<file path="config.mk">
export PLATFORM = sky130hd
export DESIGN_NAME = encoder64_6_seq
export DESIGN_NICKNAME = d
export VERILOG_FILES = /design/src/rtl/encoder64_6_seq_pkg.sv /design/src/rtl/encoder64_6_seq_pri_enc.sv /design/src/rtl/encoder64_6_seq.sv
export SDC_FILE = /design/constraint.sdc
export NUM_CORES = 1
export LEC_CHECK = 0
export BUFFER_PORTS_ARGS = -buffer_cell sky130_fd_sc_hd__buf_4
export CAP_MARGIN = 20
export CORE_MARGIN = 2
export CORE_UTILIZATION = 30
export DETAILED_ROUTE_END_ITERATION = 8
export GPL_ROUTABILITY_DRIVEN = 0
export PLACE_DENSITY = 0.57
export SYNTH_ARGS = -nofsm -noshare
export SYNTH_HDL_FRONTEND = slang
export SYNTH_SLANG_ARGS = --single-unit
</file>
<file path="constraint.sdc">
create_clock -name clk -period 8.1 [get_ports clk]
set_clock_uncertainty 0.15 [all_clocks]
set_input_delay 1.62 -clock clk [delete_from_list [all_inputs] [get_ports clk]]
set_output_delay 1.62 -clock clk [all_outputs]
set_load 0.02 [all_outputs]
</file>
<file path="src/rtl/encoder64_6_seq_pkg.sv">
// Shared widths, state encoding and popcount helper for the 64-to-6 sequential encoder.
package enc64_pkg;

  localparam int VEC_W  = 64;
  localparam int CODE_W = 6;
  localparam int CNT_W  = 7;

  typedef enum logic {
    ST_IDLE = 1'b0,
    ST_SCAN = 1'b1
  } state_t;

  function automatic logic [CNT_W-1:0] popcount(input logic [VEC_W-1:0] v);
    logic [CNT_W-1:0] c;
    c = '0;
    for (int i = 0; i < VEC_W; i++) begin
      c = c + CNT_W'(v[i]);
    end
    return c;
  endfunction

endpackage

</file>
<file path="src/rtl/encoder64_6_seq_pri_enc.sv">
// Combinational lowest-code priority encoder over a 64-bit vector (bit k = code k).
module pri_enc64_6
  import enc64_pkg::*;
(
  input  logic [VEC_W-1:0]  vec,
  output logic [CODE_W-1:0] code,
  output logic              any_set,
  output logic              single_set
);

  // Descending scan so the lowest set index wins.
  always_comb begin
    code = '0;
    for (int i = VEC_W - 1; i >= 0; i--) begin
      if (vec[i]) code = CODE_W'(i);
    end
  end

  assign any_set    = |vec;
  assign single_set = any_set && ((vec & (vec - VEC_W'(1))) == '0);

endmodule

</file>
<file path="src/rtl/encoder64_6_seq.sv">
// Sequential 64-to-6 encoder: emits the code of every set bit, lowest first.
// Optional feature macro: ENC_POPCNT_EN adds the registered popcount port cnt.
module encoder64_6_seq
  import enc64_pkg::*;
(
  input  logic        clk,
  input  logic        rst_n,
  input  logic        in_vld,
  output logic        in_rdy,
  input  logic [0:63] in,
  output logic        out_vld,
  input  logic        out_rdy,
  output logic [0:5]  out,
  output logic        out_last,
  output logic        zero
`ifdef ENC_POPCNT_EN
  ,
  output logic [0:6]  cnt
`endif
);

  // Handshakes: a transfer happens on a rising edge where valid && ready;
  // in_rdy/out_vld depend only on registered state, never on the inputs.

  state_t            state, state_d;
  logic [VEC_W-1:0]  vec, vec_d;
  logic              zero_d;
  logic [CODE_W-1:0] code;
  logic              any_set;
  logic              single_set;

  pri_enc64_6 u_pri_enc (
    .vec        (vec),
    .code       (code),
    .any_set    (any_set),
    .single_set (single_set)
  );

  // Ascending input range lands numerically, so vec[k] holds in[63-k].
  always_comb begin
    state_d = state;
    vec_d   = vec;
    zero_d  = 1'b0;
    case (state)
      ST_IDLE: begin
        if (in_vld) begin
          vec_d   = in;
          zero_d  = (in == '0);
          state_d = (in == '0) ? ST_IDLE : ST_SCAN;
        end
      end
      ST_SCAN: begin
        if (!any_set) begin
          state_d = ST_IDLE;
        end else if (out_rdy) begin
          vec_d = vec & (vec - VEC_W'(1));
          if (single_set) state_d = ST_IDLE;
        end
      end
      default: begin
        state_d = ST_IDLE;
        vec_d   = '0;
      end
    endcase
  end

  always_ff @(posedge clk or negedge rst_n) begin
    if (!rst_n) begin
      state <= ST_IDLE;
      vec   <= '0;
      zero  <= 1'b0;
    end else begin
      state <= state_d;
      vec   <= vec_d;
      zero  <= zero_d;
    end
  end

`ifdef ENC_POPCNT_EN
  always_ff @(posedge clk or negedge rst_n) begin
    if (!rst_n) begin
      cnt <= '0;
    end else if (in_vld && state == ST_IDLE) begin
      cnt <= popcount(in);
    end
  end
`endif

  assign in_rdy   = (state == ST_IDLE);
  assign out_vld  = (state == ST_SCAN);
  assign out      = code;
  assign out_last = single_set;

endmodule

</file>
==> results of run 1 <==
## layout make-up
cell class,count,share of cell area
Sequential cell,66,0.294
Tap cell,188,0.0419
Inverter,17,0.0114
Multi-Input combinational cell,459,0.495
Timing Repair Buffer,82,0.113
Clock buffer,15,0.0442
## power by group through the flow
stage / combinational [W] / sequential (W) / clock [W]
2_1_floorplan: 0.000657 / 0.000545 / 0
3_3_place_gp: 0.000792 / 0.000688 / 0
3_5_place_dp: 0.000792 / 0.000690 / 0
4_1_cts: 0.000796 / 0.000688 / 0.000348
5_1_grt: 0.000883 / 0.000725 / 0.000363
6_report: 0.000810 / 0.000700 / 0.000345
## worst max path at each step
stage	slack (ns)	startpoint	depth (start not counted)	to
detailed placement	2.41	vec[8]$_DFFE_PN0P_	9	out_last
CTS	2.03	vec[8]$_DFFE_PN0P_	9	out_last
global route	1.76	vec[8]$_DFFE_PN0P_	9	out_last
global placement	2.52	vec[8]$_DFFE_PN0P_	9	out_last
finish	1.96	vec[8]$_DFFE_PN0P_	9	out_last
floorplan	3.07	vec[2]$_DFFE_PN0P_	9	out_last
## registers in the layout, summed over array words and instances (netlist names)
| signal | cells |
|---|---|
| zero | 1 |
| vec | 64 |
| out_vld | 1 |
## cell usage after synthesis, types with 3 or more instances
library cell	instances	area, um^2
nand2_1	72	270
dfrtp_1	66	1650
o21ai_0	65	325
a22o_1	50	438
clkbuf_1	45	169
nor4_1	45	282
nor2_1	35	131
a21oi_1	32	160
inv_1	17	63.8
nor3_1	17	85.1
or4_1	15	113
a21o_1	13	97.6
o31ai_1	13	97.6
or3_1	13	81.3
nand4_1	11	68.8
a211oi_1	7	52.6
nand3_1	7	35.0
or2_2	5	31.3
and3_1	4	25.0
o2111ai_1	4	35.0
o21a_1	4	30.0
buf_1	3	11.3
maj3_1	3	30.0
nor2b_1	3	18.8
o22ai_1	3	18.8
o41ai_1	3	26.3
## critical path, cell delays in order, from the launching register on
cell and delay [ns]:
dfrtp_1 0.50, or4_1 0.68, nor4_4 0.50, nand4_1 0.54, or2_1 0.46, or4_1 0.46, a211oi_1 0.28, nand4_1 0.15
nor3_1 0.25, buf_4 0.20
## stage by stage
stage,cell area (um^2),setup WS (ns)
finish,5610,1.96
global route,5610,1.76
CTS,5580,2.03
detailed placement,5330,2.41
global placement,5330,2.52
floorplan,4680,3.07
## routing by layer
metal,vias to the layer above,wire (um),global-route usage
met1,2493,7600,0.296
met3,42,1450,0.0470
li1,2372,-,-
met2,283,7490,0.311
met5,-,0,0
met4,0,504,0.0767
## kinds of logic after synthesis
group                    synth area share
flip-flops                          0.353
adder cells (fa/ha/maj)           0.00642
buffers and inverters              0.0556
AND/OR/NAND/NOR                     0.266
AO/OA/AOI/OAI                       0.319
==> key figures, run 1 <==
Run status
  – Status: complete, no violations

STA
  – Worst slew pin tran: 0.888 ns
  – Achievable Freq: 163 MHz
  – Setup violators final: 0
  – Slew Viols, Final: 0
  – Final hold vios: 0
  – Slew margin rel.: 0.402
  – Hold Worst Slack: 0.451 ns
  – Setup_tns: 0 ns
  – Min Tclk post-route: 6.14 ns
  – RSZ-0062 raised after global routing: false
  – Final Cycle Share: 0.758

Drt
  – 1st-pass router iterations: 5
  – Routed Antenna Nets: 0
  – Routed WL: 17000 um
  – Vias per inst: 6.28
  – WL per Instance: 20.6 um
  – Vias: 5190
  – Starting DRT DRC Count: 518
  – DRC violation count after routing: 0

Final layout
  – Layout fillers: 1597
  – Commonest cells after routing, fill and taps aside: buf_4, nand2_1, dfrtp_1
  – Non-Filler Instances: 827
  – Diodes inserted: 0
  – Area of the multi-input gates: 0.00278 mm^2
  – Post-layout util: 0.369
  – Share of cells above drive strength 1: 0.161
  – Reg area: 0.00165 mm^2
  – Synth-to-layout area growth: 19.9%
  – Commonest non-fill, non-tap cell in the layout: buf_4
  – Final Net Count: 703

Floorplan
  – Core Region: 0.0152 mm^2
  – Effective utilization at floorplan: 0.308
  – Die Y: 129 um
  – Chip width: 129 um
  – # IOs: 78
  – Row cnt: 45
  – Die area: 0.0166 mm^2

Global routing
  – First-pass GRT wire length: 27000 um
  – Pin count of the biggest net entering global routing: 67
  – GRT Util Overall: 0.209
  – Overflow after GRT: 0
  – Antenna violations before repair: 0
  – Vias in the first global route: 4872

Synth
  – Async SR Flop Fraction: 1.00
  – Register area share after synthesis: 0.353
  – Synthesized netlist net count: 660
  – Synth unique cells: 53
  – Top_reg_cell synth: dfrtp_1
  – Synth Register Bits: 66
  – Syn_area_per_cell: 7.90 um^2
  – Post-Syn Instances: 592
  – Synth warn: 0
  – Netlist Area Pre-Place: 0.00468 mm^2
  – EDFF count, synth: 0

CTS
  – Clk sinks: 66
  – Clock transition at path regs: 0.05 ns
  – H-tree levels: 3
  – Resized cells post-CTS: 0
  – CTS max path bufs: 2
  – TritonCTS clock tree: yes
  – Hold-fix buffers at CTS: 0
  – Setup bufs post-CTS: 0
  – Cts bufs inserted: 9
  – Root Buffer: clkbuf_16
  – Worst skew pair latency: 0.35 ns

Worst setup path
  – R2R depth: 9
  – Crit end category: primary output
  – R2r endpoint: out_vld$_DFF_PN0_
  – Critical Path RT: 6.33 ns
  – Startpoint Class: flop
  – Critical-path maximum fanout: 15
  – Crit Path Category: reg2out
  – Critical Path AT: 4.37 ns
  – Register-to-register setup slack: 3.89 ns
  – Reg2reg start: vec[8]$_DFFE_PN0P_

Run
  – Max-cap violations: 0

Power
  – Lkg Pwr: 2.38 nW
  – P_sw: 0.000845 W
  – Clock share of power: 0.186
  – Power density over cell area: 331 mW/mm^2
  – Logic pwr share: 0.437
  – Int Power: 0.00101 W
  – Total power: 0.00186 W
  – Sw frac: 0.455
  – Worst vdd ir: 184 uV
  – Power share of the sequential group: 0.378

Hold path
  – WHS Path Cells: 1
  – Hold endpoint: vec[39]$_DFFE_PN0P_
  – Worst hold path class: reg2reg
  – Hold Crit Start: vec[39]$_DFFE_PN0P_

Place
  – # port buffers: 77
  – Dpl hpwl: 12500 um
  – Placed Cells: 811
Note: power is estimated with default switching activity, not from simulation.
==> run 2, diff against run 1 <==
--- a/config.mk
+++ b/config.mk
@@ -11,7 +11,7 @@
 export CORE_UTILIZATION = 30
 export DETAILED_ROUTE_END_ITERATION = 8
 export GPL_ROUTABILITY_DRIVEN = 0
-export PLACE_DENSITY = 0.57
+export PLACE_DENSITY = 0.59
 export SYNTH_ARGS = -nofsm -noshare
 export SYNTH_HDL_FRONTEND = slang
 export SYNTH_SLANG_ARGS = --single-unit
==> constraint.sdc (replaced) <==
create_clock -name clk -period 5.57 [get_ports clk]
set_clock_uncertainty 0.15 [all_clocks]
set_input_delay 1.114 -clock clk [delete_from_list [all_inputs] [get_ports clk]]
set_output_delay 1.114 -clock clk [all_outputs]
set_load 0.02 [all_outputs]
==> key figures, run 2 (synthesis gave the netlist of run 1 again) <==
CTS
  – H-tree levels: 3
  – TritonCTS clock tree: yes
  – Cts bufs inserted: 9
  – Clk sinks: 66
  – Setup bufs post-CTS: 0
  – Clock transition at path regs: 0.05 ns
  – CTS max path bufs: 2
  – Worst skew pair latency: 0.35 ns
  – Root Buffer: clkbuf_16

Floorplan
  – Effective utilization at floorplan: 0.308
  – Row cnt: 45
  – Core Region: 0.0152 mm^2
  – # IOs: 78
  – Die Y: 129 um
  – Die area: 0.0166 mm^2
  – Chip width: 129 um

Final layout
  – Synth-to-layout area growth: 21.6%
  – Final Net Count: 707
  – Max reg flops: 64
  – Commonest cells after routing, fill and taps aside: buf_4, nand2_1, dfrtp_1
  – Biggest register: vec
  – Layout fillers: 1612
  – Post-layout util: 0.374
  – Diodes inserted: 0
  – Commonest non-fill, non-tap cell in the layout: buf_4
  – Share of cells above drive strength 1: 0.176

Drt
  – Vias per inst: 6.19
  – WL per Instance: 20.0 um
  – Vias: 5146
  – Routed Antenna Nets: 0
  – 1st-pass router iterations: 5
  – DRC violation count after routing: 0
  – Routed WL: 16600 um
  – Starting DRT DRC Count: 447

Global routing
  – GRT Util Overall: 0.206
  – Vias in the first global route: 4841
  – Pin count of the biggest net entering global routing: 67
  – Overflow after GRT: 0
  – First-pass GRT wire length: 26600 um
  – Antenna violations before repair: 0

Power
  – Power density over cell area: 483 mW/mm^2
  – Worst vdd ir: 300 uV
  – Lkg Pwr: 2.43 nW
  – Total power: 0.00275 W

Hold path
  – Worst hold path class: reg2reg

Worst setup path
  – Crit Path Category: reg2out
  – Register-to-register setup slack: 1.48 ns
  – Critical Path AT: 4.14 ns
  – Crit end category: primary output
  – Critical-path maximum fanout: 12
  – Critical Path RT: 4.31 ns
  – Startpoint Class: flop

STA
  – Final hold vios: 0
  – Slew margin rel.: 0.440
  – Min Tclk post-route: 5.40 ns
  – RSZ-0062 raised after global routing: false
  – Worst slew pin tran: 0.839 ns
  – Setup violators final: 0
  – Hold Worst Slack: 0.454 ns
  – Achievable Freq: 185 MHz
  – Setup_tns: 0 ns
  – Slew Viols, Final: 0
  – Final Cycle Share: 0.970

Place
  – # port buffers: 77
  – Dpl hpwl: 12300 um

Run status
  – Status: complete, no violations

Run
  – Max-cap violations: 0
run 2: cell type report:
class | count | area (um^2) | area share
sequential | 66 | 1650 | 0.290
tap | 188 | 235 | 0.0413
timing repair buffer | 86 | 666 | 0.117
clock inverter | 3 | 40.0 | 0.00704
inverter | 17 | 63.8 | 0.0112
clock buffer | 12 | 246 | 0.0433
multi-input combinational | 459 | 2790 | 0.490
run 2: power by group:
group | switching [W] | internal (W) | total (W)
registers | 0.000370 | 0.000647 | 0.00102
logic | 0.000644 | 0.000531 | 0.00117
clock network | 0.000204 | 0.000354 | 0.000558
total | 0.00122 | 0.00153 | 0.00275
run 2: path summary, 6_finish.rpt:
| check | cells past startpoint | startpoint | endpoint |
|---|---|---|---|
| min in group asynchronous | 1 | rst_n | vec[51]$_DFFE_PN0P_ |
| worst max register to register | 9 | vec[8]$_DFFE_PN0P_ | out_vld$_DFF_PN0_ |
| worst max-delay path | 9 | vec[8]$_DFFE_PN0P_ | out_last |
| worst min register to register | 1 | vec[39]$_DFFE_PN0P_ | vec[39]$_DFFE_PN0P_ |
| worst min-delay path | 1 | vec[39]$_DFFE_PN0P_ | vec[39]$_DFFE_PN0P_ |
| max in group asynchronous | 1 | rst_n | vec[22]$_DFFE_PN0P_ |
run 2: critical path: stages, from the launching register on:
cell and delay (ns):
dfrtp_1 0.51, or4_1 0.67, nor4_4 0.52, nand2_1 0.32
or3_1 0.41, a221o_1 0.30, nor4_1 0.35, nand4_1 0.18
nor3_1 0.31, buf_4 0.20
run 2: repair_timing:
| item | in CTS | in global routing |
|---|---|---|
| gates resized for setup | 0 | 2 |
| endpoints found under the setup margin | 0 | 1 |
| hold buffers | 0 | 0 |
run 2: per-stage QoR:
stage	worst slack, ns	area [um^2]	instances
5_1_grt	0.0125	5690	831
3_5_place_dp	0.647	5360	815
4_1_cts	0.254	5650	830
6_report	0.168	5690	831
3_3_place_gp	0.785	5360	815
2_1_floorplan	1.05	4680	592
run 2: routing by layer:
metal | track usage | share of wire
met1 | 0.286 | 0.45
met2 | 0.306 | 0.44
met3 | 0.0495 | 0.076
met4 | 0.0838 | 0.033
met5 | 0 | 0
==> run 3, diff against run 2 <==
--- a/config.mk
+++ b/config.mk
@@ -12,6 +12,7 @@
 export DETAILED_ROUTE_END_ITERATION = 8
 export GPL_ROUTABILITY_DRIVEN = 0
 export PLACE_DENSITY = 0.59
+export REMOVE_ABC_BUFFERS = 1
 export SYNTH_ARGS = -nofsm -noshare
 export SYNTH_HDL_FRONTEND = slang
 export SYNTH_SLANG_ARGS = --single-unit
==> key figures, run 3 (synthesis gave the netlist of run 1 again) <==
Floorplan
  – Die area: 0.0166 mm^2
  – Core Region: 0.0152 mm^2
  – Chip width: 129 um
  – Row cnt: 45
  – # IOs: 78
  – Die Y: 129 um
  – Effective utilization at floorplan: 0.308

Final layout
  – Share of cells above drive strength 1: 0.167
  – Final Net Count: 706
  – Synth-to-layout area growth: 20.3%
  – Reg area: 0.00165 mm^2
  – Max reg flops: 64
  – Biggest register: vec
  – Final Cell Area: 0.00563 mm^2
  – Area of the multi-input gates: 0.00278 mm^2
  – Diodes inserted: 0
  – Post-layout util: 0.370
  – Layout fillers: 1607
  – Commonest cells after routing, fill and taps aside: buf_4, nand2_1, dfrtp_1
  – Commonest non-fill, non-tap cell in the layout: buf_4

Global routing
  – Pin count of the biggest net entering global routing: 67
  – First-pass GRT wire length: 26900 um
  – Antenna violations before repair: 0
  – Vias in the first global route: 4944
  – GRT Util Overall: 0.207
  – Overflow after GRT: 0

Run status
  – Status: complete, no violations

STA
  – Final hold vios: 0
  – Setup_tns: 0 ns
  – Worst slew pin tran: 0.857 ns
  – Slew margin rel.: 0.428
  – Setup violators final: 0
  – Slew Viols, Final: 0
  – Final Cycle Share: 0.965
  – RSZ-0062 raised after global routing: false
  – Hold Worst Slack: 0.443 ns
  – Achievable Freq: 186 MHz
  – Min Tclk post-route: 5.37 ns

Drt
  – Routed WL: 17000 um
  – WL per Instance: 20.4 um
  – 1st-pass router iterations: 6
  – Vias: 5216
  – Routed Antenna Nets: 0
  – Starting DRT DRC Count: 615
  – DRC violation count after routing: 0
  – Vias per inst: 6.29

Power
  – Lkg Pwr: 2.39 nW
  – Power density over cell area: 481 mW/mm^2
  – Total power: 0.00271 W
  – Worst vdd ir: 333 uV

CTS
  – CTS max path bufs: 2
  – Resized cells post-CTS: 0
  – Cts bufs inserted: 9
  – Clock transition at path regs: 0.05 ns
  – Root Buffer: clkbuf_16
  – H-tree levels: 3
  – Setup bufs post-CTS: 0
  – Clk sinks: 66
  – Worst skew pair latency: 0.35 ns
  – Hold-fix buffers at CTS: 0
  – TritonCTS clock tree: yes

Worst setup path
  – Crit path from: vec[8]$_DFFE_PN0P_
  – Crit Path Category: reg2out
  – Critical Path RT: 4.31 ns
  – Crit end category: primary output
  – Startpoint Class: flop
  – Reg2reg start: vec[8]$_DFFE_PN0P_
  – Critical Path AT: 4.11 ns
  – Critical-path maximum fanout: 12

Hold path
  – Hold Crit Start: vec[39]$_DFFE_PN0P_
  – Worst hold path class: reg2reg

Place
  – # port buffers: 77
  – Placed inst area: 0.00536 mm^2
  – Dpl hpwl: 12300 um

Run
  – Max-cap violations: 0
## run 3: worst paths after layout
check	to	slack (ns)	cells past startpoint
worst max-delay path	out_last	0.20	9
worst min-delay path	vec[39]$_DFFE_PN0P_	0.44	1
worst max register to register	out_vld$_DFF_PN0_	1.54	9
worst min register to register	vec[39]$_DFFE_PN0P_	0.44	1
max in group asynchronous	vec[4]$_DFFE_PN0P_	3.97	1
min in group asynchronous	vec[16]$_DFFE_PN0P_	0.71	1
## run 3: per-stage QoR
stage	setup slack, ns	instances
detailed placement	0.646	814
finish	0.197	829
global route	0.00964	829
floorplan	0.856	542
global placement	0.746	814
CTS	0.270	828
## run 3: layout make-up
cell class | count | area share
Multi-Input combinational cell | 459 | 0.493
Sequential cell | 66 | 0.293
Clock buffer | 14 | 0.0451
Timing Repair Buffer | 85 | 0.116
Inverter | 17 | 0.0113
Tap cell | 188 | 0.0418
## run 3: report_power, final
group          switching, W  internal, W
logic              0.000645     0.000527
clock network      0.000200     0.000308
registers          0.000379     0.000647
total               0.00122      0.00148
## run 3: worst max-delay path: stages (launching register included)
cell and delay [ns]:
dfrtp_1 0.51, or4_1 0.68, nor4_4 0.49, nand2_1 0.32, or3_1 0.43, a221o_1 0.31, nor4_1 0.29, nand4_1 0.18
nor3_1 0.35, buf_4 0.21
## run 3: per-layer routing
layer  vias to the layer above  share of wire  global-route usage
met5                         -              0                   0
met4                         0          0.035              0.0902
met3                        53          0.082              0.0495
met2                       306           0.45               0.313
met1                      2484           0.44               0.283
li1                       2373              -                   -
